## src/rtl/bus_reorder_pipe.sv

```systemverilog
// Small FIFO that applies a per-beat bit transform (pass, reverse,
// half-swap, tie) at acceptance and returns words in strict order.
// Ports:
//   clk, rst            - clock, async active-high reset
//   flush               - synchronous clear of all buffered words
//   mode[1:0]           - 00 pass, 01 bit-reverse, 10 half-swap, 11 tie
//   in_valid/in_ready   - upstream handshake, in_data[WIDTH-1:0]
//   out_valid/out_ready - downstream handshake, out_data[WIDTH-1:0]
//   level               - current occupancy
module bus_reorder_pipe #(
  parameter int WIDTH     = 4,
  parameter int DEPTH     = 2,
  parameter int TIE_VALUE = 0
) (
  input  logic                       clk,
  input  logic                       rst,
  input  logic                       flush,
  input  logic [1:0]                 mode,
  input  logic                       in_valid,
  output logic                       in_ready,
  input  logic [WIDTH-1:0]           in_data,
  output logic                       out_valid,
  input  logic                       out_ready,
  output logic [WIDTH-1:0]           out_data,
  output logic [$clog2(DEPTH+1)-1:0] level
);

  localparam int LW = $clog2(DEPTH + 1);
  localparam int PW = (DEPTH > 1) ? $clog2(DEPTH) : 1;

  localparam logic [1:0] ST_EMPTY = 2'd0;
  localparam logic [1:0] ST_PART  = 2'd1;
  localparam logic [1:0] ST_FULL  = 2'd2;

  localparam logic [LW-1:0] LVL_FULL = LW'(DEPTH);
  localparam logic [PW-1:0] PTR_LAST = PW'(DEPTH - 1);
  localparam logic          TIE_BIT  = (TIE_VALUE != 0);

  logic [WIDTH-1:0] mem_q [DEPTH];

  logic [PW-1:0]    rd_q, rd_d;
  logic [PW-1:0]    wr_q, wr_d;
  logic [LW-1:0]    lvl_q, lvl_d;
  logic [1:0]       st_q, st_d;
  logic [WIDTH-1:0] dout_q, dout_d;

  logic [WIDTH-1:0] rev_word;
  logic [WIDTH-1:0] swap_word;
  logic [WIDTH-1:0] xf_word;
  logic             acc;
  logic             cons;

  function automatic logic [PW-1:0] nxt(input logic [PW-1:0] p);
    return (p == PTR_LAST) ? '0 : p + PW'(1);
  endfunction

  // Handshakes come straight from the state register, so
  // out_ready never reaches in_ready combinationally.
  assign in_ready  = (st_q != ST_FULL);
  assign out_valid = (st_q != ST_EMPTY);
  assign out_data  = dout_q;
  assign level     = lvl_q;

  assign acc  = in_valid & in_ready & ~flush;
  assign cons = out_valid & out_ready & ~flush;

  for (genvar k = 0; k < WIDTH; k++) begin : g_rev
    assign rev_word[k] = in_data[WIDTH-1-k];
  end

  assign swap_word = {in_data[WIDTH/2-1:0],
                      in_data[WIDTH-1:WIDTH/2]};

  always_comb begin
    xf_word = in_data;
    unique case (1'b1)
      (mode == 2'b00): xf_word = in_data;
      (mode == 2'b01): xf_word = rev_word;
      (mode == 2'b10): xf_word = swap_word;
      (mode == 2'b11): xf_word = {WIDTH{TIE_BIT}};
      default:         xf_word = in_data;
    endcase
  end

  always_comb begin
    rd_d   = rd_q;
    wr_d   = wr_q;
    lvl_d  = lvl_q;
    dout_d = dout_q;
    if (flush) begin
      rd_d  = '0;
      wr_d  = '0;
      lvl_d = '0;
    end else begin
      if (acc)  wr_d = nxt(wr_q);
      if (cons) rd_d = nxt(rd_q);
      lvl_d = lvl_q + LW'(acc) - LW'(cons);
      // The new head is the word written this edge only when
      // it lands on the slot the read pointer moves to.
      if (lvl_d != '0) begin
        if (acc && (wr_q == rd_d)) dout_d = xf_word;
        else                       dout_d = mem_q[rd_d];
      end
    end
  end

  always_comb begin
    st_d = ST_PART;
    unique case (1'b1)
      (lvl_d == '0):      st_d = ST_EMPTY;
      (lvl_d == LVL_FULL): st_d = ST_FULL;
      default:            st_d = ST_PART;
    endcase
  end

  always_ff @(posedge clk or posedge rst) begin
    if (rst) begin
      rd_q   <= '0;
      wr_q   <= '0;
      lvl_q  <= '0;
      st_q   <= ST_EMPTY;
      dout_q <= '0;
    end else begin
      rd_q   <= rd_d;
      wr_q   <= wr_d;
      lvl_q  <= lvl_d;
      st_q   <= st_d;
      dout_q <= dout_d;
    end
  end

  always_ff @(posedge clk) begin
    if (acc) mem_q[wr_q] <= xf_word;
  end

endmodule

```

## config.mk

```make
export PLATFORM = sky130hd
export DESIGN_NAME = bus_reorder_pipe
export DESIGN_NICKNAME = d
export VERILOG_FILES = /design/src/rtl/bus_reorder_pipe.sv
export SDC_FILE = /design/constraint.sdc
export NUM_CORES = 1
export LEC_CHECK = 0
export BUFFER_PORTS_ARGS = -buffer_cell sky130_fd_sc_hd__buf_2
export CAP_MARGIN = 0
export CORE_UTILIZATION = 40
export CTS_BUF_LIST = sky130_fd_sc_hd__clkbuf_2
export DETAILED_ROUTE_END_ITERATION = 8
export MAX_ROUTING_LAYER = met4
export PLACE_DENSITY = 0.68
export SLEW_MARGIN = 10
export SYNTH_ARGS = -nofsm -noshare
export SYNTH_HDL_FRONTEND = slang
export SYNTH_SLANG_ARGS = --single-unit
```

## constraint.sdc

```tcl
create_clock -name clk -period 3.1 [get_ports clk]
set_input_delay 0.62 -clock clk [delete_from_list [all_inputs] [get_ports clk]]
set_output_delay 0.62 -clock clk [all_outputs]
set_load 0.01 [all_outputs]
```

# --- Word-level counts from Yosys, hierarchy flattened ---
# Memory sizes are Yosys's and may differ from the RTL's. A register that Yosys moved wholly into a read port is not among the register bits.
# Index checks and enable logic that the tools add are counted.
classes:
  add_sub_neg: 4
  n_eq_ne: 5
  n_mux: 12
  n_bitwise: 5
  n_reduce_logical: 5
op_table:
  columns: ["op", "n"]
  rows:
  - ["4-bit one-hot mux with 3 select lines", 1]
  - ["1-bit 2-to-1 mux", 9]
  - ["2-bit == test, second input constant", 3]
  - ["2-bit nonzero test", 3]
  - ["1-bit AND", 4]
  - ["2-bit one-hot mux with 2 select lines", 1]
  - ["1-bit adder, second input constant", 2]
  - ["2-bit by 1-bit adder with 2-bit output", 1]
  - ["2-bit by 1-bit == test with 1-bit output, second input constant", 1]
  - ["2-bit logical NOT", 1]
  - ["2-bit 2-to-1 mux", 1]
  - ["2-bit != test, second input constant", 1]
  - ["2-bit AND reduction", 1]
  - ["2-bit by 1-bit subtractor with 2-bit output", 1]
  - ["1-bit inverter", 1]
word_totals:
  regBits: 6
  ram_bits: 8
  in_bits: 11
  out_inout_bits: 8
  wordCells: 36
  mem_count: 1
memory_table:
  columns: ["memory", "depth", "width", "read_ports", "rd_clocked_by_memory_dff", "wr", "line", "text"]
  rows:
  - ["mem_q", 2, 4, 1, 1, 1, "39", "logic [WIDTH-1:0] mem_q [DEPTH];"]

# --- Longest topological paths before layout ---
# Gate-level depths: netlist of run 1.
logic_depth:
  ltp_word: 8
  mapped_depth: 9
  mapped_depth_nobuf: 9

# --- Worst setup path before layout of run 1 ---
# OpenSTA, ideal clock, no wires.
synth_timing:
  path_kind: "input-to-reg"
  from: "input port flush"
  to: "register dout_q[1] (netlist: out_data[1]) (read register of mem_q)"
  arrival_time_ns: 2.069
  required_time_ns: 2.979
  slack_ns: 0.910
  stages: 8
  n_path_buf: 1
  path_cell_list: "nand3b_1 > ha_1 > inv_1 > ha_1 > and2b_1 > clkbuf_1 > o22a_1 > a22o_1"
synth_via:
  elab_chain_cells: 6
synth_rtl:
  columns: ["item", "line", "text"]
  rows:
  - ["from (decl)", "17", "input logic flush,"]
  - ["1-bit inverter (no line) (*)", null, null]
  - ["1-bit AND", "64", "assign acc = in_valid & in_ready & ~flush;"]
  - ["2-bit by 1-bit adder with 2-bit output", "97", "lvl_d = lvl_q + LW'(acc) - LW'(cons);"]
  - ["2-bit by 1-bit subtractor with 2-bit output", "97", null]
  - ["2-bit nonzero test", "100", "if (lvl_d != '0) begin"]
  - ["2-bit AND reduction (no line)", null, null]
  - ["to (decl)", "45", "logic [WIDTH-1:0] dout_q, dout_d;"]
# Every way passes the cells marked *; elsewhere a longest branch is shown, timed or not. The select of a mux whose other input is x is not followed.
# A chain may end at the register's enable or synchronous reset.

# --- Final worst setup path of run 1 ---
layout_timing:
  from: "register st_q[0]"
  to: "register dout_q[2] (netlist: out_data[2]) (read register of mem_q)"
layout_via:
  elab_chain_cells: 7
layout_rtl:
  columns: ["item", "line", "text"]
  rows:
  - ["from (decl)", "44", "logic [1:0] st_q, st_d;"]
  - ["from (signal assigned)", "127", "st_q <= st_d;"]
  - ["2-bit != test", "59", "assign in_ready = (st_q != ST_FULL);"]
  - ["1-bit AND (2 in a row)", "64", null]
  - ["2-bit by 1-bit adder with 2-bit output", "97", null]
  - ["2-bit by 1-bit subtractor with 2-bit output", "97", null]
  - ["2-bit nonzero test", "100", null]
  - ["2-bit AND reduction (no line)", null, null]
# Several ways; a longest one is shown, not always the timed one. The select of a mux whose other input is x is not followed.

==> results of run 1 <==
sequential cells by signal (all words and copies together) (netlist names):
name and count:
out_data 4, mem_q 8, level 1, wr_q 1, st_q 2, rd_q 1
cell usage in the layout (no fill, tap or decap), drive strengths merged:
cell type   n
o21ai      10
dfrtp       9
nand3       8
inv         4
xnor2       3
nor3        2
nor2        7
o22a        4
o21a        1
a21oi       1
ha          2
and2b       1
nand2       5
nor2b       1
a21o        1
a22o        4
or3         2
xor2        1
mux2i       4
clkbuf      4
edfxtp      8
nand2b      2
buf        18
nand3b      1
power by group through the flow:
stage	registers [W]	clock network (W)	logic, W
floorplan	0.000315	0	0.000129
global placement	0.000303	0	0.000201
detailed placement	0.000306	0	0.000203
CTS	0.000301	0.000103	0.000204
global route	0.000305	0.000113	0.000227
finish	0.000300	0.0000975	0.000201
cell type report:
cell class,instances,area share (%)
multi-input cells,60,38.47
flip-flops and latches,17,45.87
clock buffers,4,1.973
repair buffers,18,8.878
inverters,4,1.480
well taps,27,3.329
metrics by stage:
stage                power, W  setup slack (ns)
floorplan           0.0004440            0.9098
global placement    0.0005046            0.7006
detailed placement  0.0005094            0.6214
CTS                 0.0006080            0.7406
global route        0.0006455            0.4580
finish              0.0005988            0.7584
per-layer routing:
| metal | vias up | track usage, % |
|---|---|---|
| met5 | - | - |
| met4 | 0 | 2.941 |
| met3 | 2 | 5.919 |
| met2 | 27 | 25.11 |
| met1 | 322 | 20.44 |
| li1 | 341 | - |
worst register-to-register path: stages, from the launching register on:
cell and delay [ns]:
dfrtp_1 0.44, nor2_1 0.35, nor2_1 0.10, ha_1 0.29, inv_1 0.04, ha_1 0.18
xnor2_1 0.14, nor2_1 0.30, nor2_1 0.14, a22o_1 0.25
cell families after synthesis:
group / count (synthesis) / synth area share, %
AO/OA/AOI/OAI: 21 / 15.82
XOR/XNOR: 4 / 3.956
adder cells (fa/ha/maj): 2 / 2.824
buffers and inverters: 7 / 3.390
flip-flops: 17 / 52.54
multiplexers: 4 / 4.520
AND/OR/NAND/NOR: 29 / 16.95
how the worst min path moves through the flow:
stage | startpoint | endpoint | slack [ns]
after floorplan | rst | level[1]$_DFF_PP0_ | 0.45
after global placement | out_data[3]$_DFFE_PP0P_ | out_data[3]$_DFFE_PP0P_ | 0.49
after detailed placement | out_data[2]$_DFFE_PP0P_ | out_data[2]$_DFFE_PP0P_ | 0.49
after CTS | rst | st_q[1]$_DFF_PP0_ | 0.25
after global routing | rst | st_q[0]$_DFF_PP0_ | 0.25
final | rst | st_q[0]$_DFF_PP0_ | 0.26
==> metrics, run 1 <==
status finished, final reports clean; clock latency on the worst-skew pair 0.29 ns; Worst Path Arrival approximately 2.5 ns; Setup-failing EPs final 0; PortBufs 18; first-pass GRT wire length 2.801 mm; number of flops mapped to enable cells by yosys 8; DRT Pass-1 Iters 4; top cell type's share of synthesized area 27.12%; RR Startpoint st_q[0]$_DFF_PP0_; Ys Warns 0; top cells by count, synth o21ai_0 (10), dfrtp_1 (9), edfxtp_1 (8), nand3_1 (8), nor2_1 (7); crit-path max cell delay 0.44 ns; Post-Syn Area per Cell 10.55 um^2; Hold-fix buffers, CTS 0; Antenna diodes 0; CTS tree built; Net Count, Synth 97; slew margin rel. 67.81%; Worst Setup Start Kind flop; Max Buffers Root-to-Sink 2; CP endpoint out_data[2]$_DFFE_PP0P_; Final Max Tran Viols 0; Worst Hold Slack 0.2559 ns; Critical-path top delay cell dfrtp_1; Final ANT Viol Nets 0; Placeable Area 0.002022 mm^2; Critical Path Sink Type flop; die height 49.06 um; switching power 0.0001924 W; filler cell count 197; area leader, netlist edfxtp_1; Cells after DPL roughly 130; crit share post-route 75.53%; Syn Inst Count 84; routed via count ~690; #FFs+latches synth 17; Reg-to-Reg End out_data[2]$_DFFE_PP0P_; initial antenna violation count 0; total gr overflow 0; FF+latch area 465.4 um^2; final core area utilization 50.19%; DRT met1 WL 733 um; most common cell in the netlist o21ai_0; GRT Util Overall 16.21%; Top Metal Used met4; Finished Cell Area between 0.001 and 0.0015 mm^2; clk sink count 17; Worst-path clk slew 0.16 ns; cts bufs inserted 3; Logic pwr share 33.6%; max-cap violation count 0; unrepaired setup endpoints after global routing no; Residual DRC 0; vias in the first global route 620; Rows 16; IO Count 19; sequential share of the synthesized area 52.54%; Yosys cell types 26; Final Instance Count excl. Fillers 130; Initial Utilization 43.81%; internal power 0.0004064 W; leakage power 0.4767 nW; maximum vdd drop 0.2420 mV; WS Path Type reg -> reg; CP max FO 8; sw frac roughly a third; reg-to-reg slack, setup 0.76 ns; Worst Hold Class in -> async; post_cts resized 0; Async S/R FF share, synth ~53%; area growth from synthesis to final layout 14.55%; WL final 1.636 mm; Routed met3 length 122 um; Area contributors post-synth edfxtp_1 (27%), dfrtp_1 (25%), o21ai_0 (5.6%); Req. time, crit path 3.28 ns; minimum clock period 2.342 ns; crit path cell chain nor2_1 -> nor2_1 -> ha_1 -> inv_1 -> ha_1 -> xnor2_1 -> nor2_1 -> nor2_1 -> a22o_1; Clk pwr share roughly 16%; Initial DRC Count 14; Placer Congestion roughly 0.75; worst reg2reg path depth 9; setup TNS 0 ns; post-CTS setup buffer count 0; Critical path origin st_q[0]$_DFF_PP0_; CP most frequent cell nor2_1; die area 0.002407 mm^2; Max Freq 427.1 MHz; Fin. Hold Viols 0; CP top delay family simple AND/OR/NAND/NOR gates; pwr dens 590.2 mW/mm^2; Least-Margin Pin Slew 0.4778 ns; Horiz. Die Dim 49.06 um; CTS Root Cell clkbuf_2; metal2 WL 770 um; Top FF cell, synth dfrtp_1; Worst Clk Skew 0.01551 ns; nets@finish 117; Seq pwr share 50.2%; cell count along the critical path 9; post-place instance area around 990 um^2; H-Tree Depth 1; share of cells above drive strength 1 around a quarter; DR WL/cell 12.58 um; largest net degree at the start of global routing 10; vias per cell roughly 5.3; HPWL Detailed 1.292 mm; area of the multi-input gates 390.4 um^2; Worst Path Buf+Inv 1; Netlist Area Pre-Place 885.9 um^2
Power figures use the tool's default switching activity.
==> run 2: changes to the inputs <==
--- a/config.mk
+++ b/config.mk
@@ -5,13 +5,14 @@
 export SDC_FILE = /design/constraint.sdc
 export NUM_CORES = 1
 export LEC_CHECK = 0
+export ABC_AREA = 1
 export BUFFER_PORTS_ARGS = -buffer_cell sky130_fd_sc_hd__buf_2
 export CAP_MARGIN = 0
 export CORE_UTILIZATION = 40
 export CTS_BUF_LIST = sky130_fd_sc_hd__clkbuf_2
 export DETAILED_ROUTE_END_ITERATION = 8
 export MAX_ROUTING_LAYER = met4
-export PLACE_DENSITY = 0.68
+export PLACE_DENSITY = 0.67
 export SLEW_MARGIN = 10
 export SYNTH_ARGS = -nofsm -noshare
 export SYNTH_HDL_FRONTEND = slang
==> constraint.sdc (replaced) <==
create_clock -name clk -period 2.2 [get_ports clk]
set_input_delay 0.44 -clock clk [delete_from_list [all_inputs] [get_ports clk]]
set_output_delay 0.44 -clock clk [all_outputs]
set_load 0.01 [all_outputs]
==> run 2 against run 1 <==
Compared with the run above: via count is 20% higher; synthesized cell count is 48% higher; largest cell class unchanged; critical endpoint is now out_data[0]$_DFFE_PP0P_; maximum frequency is 18% higher; critical path depth is 6 higher; register-to-register slack worse by 0.54 ns; die area is 8.0% higher.
==> metrics, run 2 <==
CP most frequent cell inv_1; Worst Clk Skew 0.01466 ns; Worst Hold Class in -> async; CTS Root Cell clkbuf_2; Max Buffers Root-to-Sink 2; Clk pwr share 16.6%; Placer Congestion about 0.81; worst slack, placed ~0.12 ns; Setup-failing EPs final 0; Net Count, Synth 137; Worst Path Buf+Inv 5; area growth from synthesis to final layout 16.43%; Cells after DPL 170; Residual DRC 0; Async S/R FF share, synth 52.94%; share of cells above drive strength 1 around a quarter; Least-Margin Pin Slew 0.3667 ns; clock latency on the worst-skew pair 0.29 ns; max-cap violation count 0; Antenna diodes 0; largest net degree at the start of global routing 11; Seq pwr share 49.4%; Worst Hold Slack roughly 0.072 ns; Final Instance Count excl. Fillers 175; Area contributors post-synth edfxtp_1 (25%), dfrtp_1 (23%), inv_1 (11%); pwr dens 760.4 mW/mm^2; die area 0.002599 mm^2; unrepaired setup endpoints after global routing no; DR WL/cell 10.89 um; Worst Setup Start Kind flop; Horiz. Die Dim 50.98 um; slew margin rel. around three quarters; worst reg2reg path depth 15; PortBufs 18; Reg-to-Reg End out_data[0]$_DFFE_PP0P_; switching power 0.0003022 W; Critical Path Sink Type flop; sequential share of the synthesized area 48.50%; Max Freq between 500 and 600 MHz; Initial DRC Count 20; H-Tree Depth 1; CP max FO 5; Critical-path top delay cell dfrtp_1; Rows 17; Most flops, register mem_q; final worst slack 0.2187 ns; max FFs per register 8; Worst Path Arrival 2.23 ns; reg-to-reg slack, setup 0.22 ns; top cells by count, synth inv_1 (28), nand2_1 (25), nor2_1 (17); crit path cell chain inv_1 -> nand2_2 -> nand2_1 -> nor2_2 -> inv_1 -> ha_1 -> inv_1 -> ha_1 -> inv_1 -> or2_1 -> nand3_2 -> nand2_2 -> inv_2 -> nand2_1 -> nand2_1; WS Path Type reg -> reg; Hold-fix buffers, CTS 0; Post-Syn Area per Cell around 7.7 um^2; Initial Utilization 42.97%; IO Count 19; Ys Warns 0; Netlist Area Pre-Place around 960 um^2; final core area utilization around half; top cell type's share of synthesized area 25.03%; Final ANT Viol Nets 0; minimum clock period 1.981 ns; vias in the first global route 763; Final Max Tran Viols 0; most common cell in the netlist inv_1; Yosys cell types 16; DRT Pass-1 Iters 4; leakage power 0.6306 nW; Worst-path clk slew 0.16 ns; sw frac between 30% and 40%; number of flops mapped to enable cells by yosys 8; Fin. Hold Viols 0; RR Startpoint st_q[0]$_DFF_PP0_; Placeable Area 0.002233 mm^2; CP top delay family simple AND/OR/NAND/NOR gates; Syn Inst Count approximately 120; internal power about 0.00055 W; cts bufs inserted 3; Req. time, crit path ~2.5 ns; Logic pwr share 34.0%; initial antenna violation count 0; setup TNS 0 ns; CTS tree built; routed via count 829; most frequent cells in the layout inv_1 (27), nand2_1 (24), buf_2 (18); #FFs+latches synth 17; WL final 1.905 mm; status finished, final reports clean; crit share post-route 90.06%; first-pass GRT wire length ~3.0 mm; GRT Util Overall 16.25%; clk sink count 17; Top FF cell, synth dfrtp_1; leading cell type in the layout, fill and taps excluded inv_1; crit-path max cell delay 0.40 ns; die height approximately 50 um; nets@finish 161; HPWL Detailed ~1.6 mm; area leader, netlist edfxtp_1; maximum vdd drop 0.5081 mV; vias per cell 4.737; total gr overflow 0
-- run 2: changes by cell type after synthesis, sizes merged, moves of 4 or more --
cell   previous run  this run
o21ai            10         5
nor2              7        18
nand3             8        16
o22a              4         0
mux2i             4         0
inv               4        28
nand2             5        31
a22o              4         0
-- run 2: worst max-delay path by stage --
stage / from / to / slack [ns] / cells after the start
6_report: st_q[0]$_DFF_PP0_ / out_data[0]$_DFFE_PP0P_ / 0.22 / 15
5_1_grt: st_q[0]$_DFF_PP0_ / out_data[1]$_DFFE_PP0P_ / 0.02 / 15
4_1_cts: st_q[0]$_DFF_PP0_ / out_data[0]$_DFFE_PP0P_ / 0.08 / 15
3_5_place_dp: flush / out_data[0]$_DFFE_PP0P_ / 0.12 / 13
3_3_place_gp: flush / out_data[0]$_DFFE_PP0P_ / 0.20 / 13
2_1_floorplan: st_q[0]$_DFF_PP0_ / out_data[0]$_DFFE_PP0P_ / 0.10 / 15
-- run 2: cell type report --
| cell class | instances | area (um^2) |
|---|---|---|
| repair buffers | 20 | 105.1 |
| multi-input cells | 78 | 386.6 |
| flip-flops and latches | 17 | 465.4 |
| clock buffers | 4 | 20.02 |
| well taps | 28 | 35.03 |
| inverters | 28 | 105.1 |
| fillers | 224 | 1116 |
-- run 2: per-stage QoR --
| step | total power [W] | area (um^2) |
|---|---|---|
| detailed placement | 0.0007086 | 1085 |
| CTS | 0.0008467 | 1105 |
| global placement | 0.0006969 | 1085 |
| finish | 0.0008496 | 1117 |
| global route | 0.0009100 | 1117 |
| floorplan | 0.0006099 | 959.7 |
-- run 2: layer usage --
metal,share of wire [%],track usage (%),vias to the layer above
met3,3.4,1.786,3
li1,-,-,424
met2,55,32.02,26
met4,0.89,6.944,0
met1,41,15.66,376
met5,0,-,-
-- run 2: kinds of logic (layout without fill, tap and decap cells) --
| family | count (synthesis) | in the layout | synth area share, % |
|---|---|---|---|
| buffers and inverters | 29 | 52 | 11.73 |
| xor gates and xnor gates | 1 | 1 | 0.9128 |
| and+or+nand+nor | 70 | 70 | 33.64 |
| adders and majority gates | 2 | 2 | 2.607 |
| DFF | 17 | 17 | 48.50 |
| AOI/OAI and AO/OA | 5 | 5 | 2.607 |
-- run 2: worst reg2reg max path, cell delays in order, from the launching register on --
cell	delay, ns
dfrtp_1	0.40
inv_1	0.08
nand2_2	0.06
nand2_1	0.08
nor2_2	0.11
inv_1	0.09
ha_1	0.27
inv_1	0.05
ha_1	0.13
inv_1	0.05
or2_1	0.24
nand3_2	0.09
nand2_2	0.09
inv_2	0.08
nand2_1	0.05
nand2_1	0.07
-- run 2: power by group through the flow --
stage	combinational (W)	clock, W	sequential (W)
detailed placement	0.000281	0	0.000427
floorplan	0.000167	0	0.000443
global route	0.000323	0.000162	0.000425
CTS	0.000282	0.000144	0.000420
finish	0.000289	0.000141	0.000420
global placement	0.000272	0	0.000424
-- run 2: timing repair --
action,CTS,global route
resized for setup,0,3
setup buffers,0,1
endpoints found under the setup margin,0,4
==> run 3: changes to the inputs <==
--- a/config.mk
+++ b/config.mk
@@ -11,7 +11,6 @@
 export CORE_UTILIZATION = 40
 export CTS_BUF_LIST = sky130_fd_sc_hd__clkbuf_2
 export DETAILED_ROUTE_END_ITERATION = 8
-export MAX_ROUTING_LAYER = met4
 export PLACE_DENSITY = 0.67
 export SLEW_MARGIN = 10
 export SYNTH_ARGS = -nofsm -noshare
==> run 3 against run 2 <==
Compared with the run above: cell count stayed put; sequential share of layout area stayed put; global-route usage is 0.43 points lower; maximum frequency hardly changed; highest routed layer unchanged.
==> metrics, run 3 (synthesized netlist as in run 2, its figures left out) <==
total gr overflow 0; max FFs per register 8; Worst Hold Class in -> async; sw frac between 30% and 40%; leakage power 0.6306 nW; Critical Path Sink Type flop; Max Freq 504.9 MHz; area of the multi-input gates 386.6 um^2; CP top delay family simple AND/OR/NAND/NOR gates; routed via count 827; Top Metal Used met4; Antenna diodes 0; IO Count 19; GRT Util Overall 15.82%; Critical path origin st_q[0]$_DFF_PP0_; CP most frequent cell inv_1; status finished, final reports clean; CTS Root Cell clkbuf_2; die area 0.002599 mm^2; unrepaired setup endpoints after global routing no; Worst Path Buf+Inv 5; Seq pwr share 49.4%; DRT met1 WL roughly 790 um; maximum vdd drop 0.5081 mV; leading cell type in the layout, fill and taps excluded inv_1; Worst Setup Start Kind flop; Req. time, crit path 2.45 ns; Final ANT Viol Nets 0; DR WL/cell 10.92 um; clk sink count 17; post-place instance area 0.001085 mm^2; switching power 0.0003024 W; Critical-path top delay cell dfrtp_1; cts bufs inserted 3; cell count along the critical path 15; vias per cell 4.726; Worst Hold Slack just over 0.07 ns; Rows 17; crit share post-route 90.02%; HPWL Detailed about 1.6 mm; Worst Path Arrival ~2.2 ns; crit path cell chain inv_1 -> nand2_2 -> nand2_1 -> nor2_2 -> inv_1 -> ha_1 -> inv_1 -> ha_1 -> inv_1 -> or2_1 -> nand3_2 -> nand2_2 -> inv_2 -> nand2_1 -> nand2_1; nets@finish 161; WS Path Type reg -> reg; Max Buffers Root-to-Sink 2; H-Tree Depth 1; Residual DRC 0; worst reg2reg path depth 15; Total Power roughly 0.00085 W; Logic pwr share 34.0%; Routed met3 length 63 um; CP max FO 5; Placer Congestion roughly 0.8; most frequent cells in the layout inv_1 (27), nand2_1 (24), buf_2 (18); Least-Margin Pin Slew 0.3665 ns; DRT Pass-1 Iters 4; pwr dens 760.6 mW/mm^2; largest net degree at the start of global routing 11; Horiz. Die Dim 50.98 um; Final Max Tran Viols 0; Reg-to-Reg End out_data[0]$_DFFE_PP0P_; Clk pwr share 16.6%; Most flops, register mem_q; first-pass GRT wire length 2.994 mm; WL final ~1.9 mm; area growth from synthesis to final layout 16.43%; crit-path max cell delay about 0.40 ns; filler cell count 224; internal power 0.0005474 W; slew margin rel. 75.48%; Initial Utilization 42.97%; metal2 WL 1.031 mm; final worst slack 0.2195 ns; max-cap violation count 0; vias in the first global route 762; Initial DRC Count 19; reg-to-reg slack, setup 0.22 ns; minimum clock period 1.980 ns; PortBufs 18; CTS tree built; Worst Clk Skew about 0.015 ns; worst slack, placed 0.1198 ns; RR Startpoint st_q[0]$_DFF_PP0_; Setup-failing EPs final 0; Finished Cell Area ~0.0011 mm^2; die height 50.98 um; clock latency on the worst-skew pair 0.29 ns; initial antenna violation count 0; CP endpoint out_data[0]$_DFFE_PP0P_; FF+latch area 465.4 um^2; Worst-path clk slew ~0.16 ns; Placeable Area between 0.002 and 0.0025 mm^2; share of cells above drive strength 1 24.49%; Fin. Hold Viols 0; setup TNS 0 ns
run 3: cell counts in the layout (fill, tap and decap cells not counted):
No cell type changed its count.
run 3: what timing repair did:
item / CTS / global route
setup buffers: 0 / 1
setup endpoints to repair: 0 / 4
gates resized for setup: 0 / 3
hold buffers: 0 / 0
run 3: cell type report:
cell class / instances / area share (%)
multi-input combinational: 78 / 34.60
tap: 28 / 3.136
clock buffer: 4 / 1.792
sequential: 17 / 41.66
inverter: 28 / 9.407
timing repair buffer: 20 / 9.407
run 3: power by group through the flow:
| stage | clock network, W | registers [W] | logic [W] |
|---|---|---|---|
| 2_1_floorplan | 0 | 0.000443 | 0.000167 |
| 3_3_place_gp | 0 | 0.000424 | 0.000272 |
| 3_5_place_dp | 0 | 0.000427 | 0.000281 |
| 4_1_cts | 0.000144 | 0.000420 | 0.000282 |
| 5_1_grt | 0.000162 | 0.000425 | 0.000323 |
| 6_report | 0.000141 | 0.000420 | 0.000289 |
run 3: stage by stage:
step                      utilization, %  instances
after floorplan                        -        124
after global placement             48.57        170
after detailed placement           48.57        170
after CTS                          49.47        174
after global routing               50.03        175
final                              50.03        175
run 3: worst min-delay path by stage:
stage,startpoint,to,slack (ns),depth (start not counted)
2_1_floorplan,rst,level[1]$_DFF_PP0_,0.27,1
3_3_place_gp,rst,out_data[1]$_DFFE_PP0P_,0.41,2
3_5_place_dp,rst,out_data[3]$_DFFE_PP0P_,0.42,2
4_1_cts,rst,out_data[3]$_DFFE_PP0P_,0.07,2
5_1_grt,rst,out_data[3]$_DFFE_PP0P_,0.06,2
6_report,rst,out_data[3]$_DFFE_PP0P_,0.07,2
run 3: per-layer routing:
layer | up-vias | track usage, %
met5 | - | 0
met4 | 0 | 6.944
met3 | 5 | 1.786
met2 | 26 | 32.02
met1 | 372 | 15.66
li1 | 424 | -
run 3: worst register-to-register path: stages (launching register included):
cell     delay, ns
dfrtp_1       0.40
inv_1         0.08
nand2_2       0.06
nand2_1       0.08
nor2_2        0.11
inv_1         0.09
ha_1          0.27
inv_1         0.05
ha_1          0.13
inv_1         0.05
or2_1         0.24
nand3_2       0.09
nand2_2       0.09
inv_2         0.08
nand2_1       0.05
nand2_1       0.07
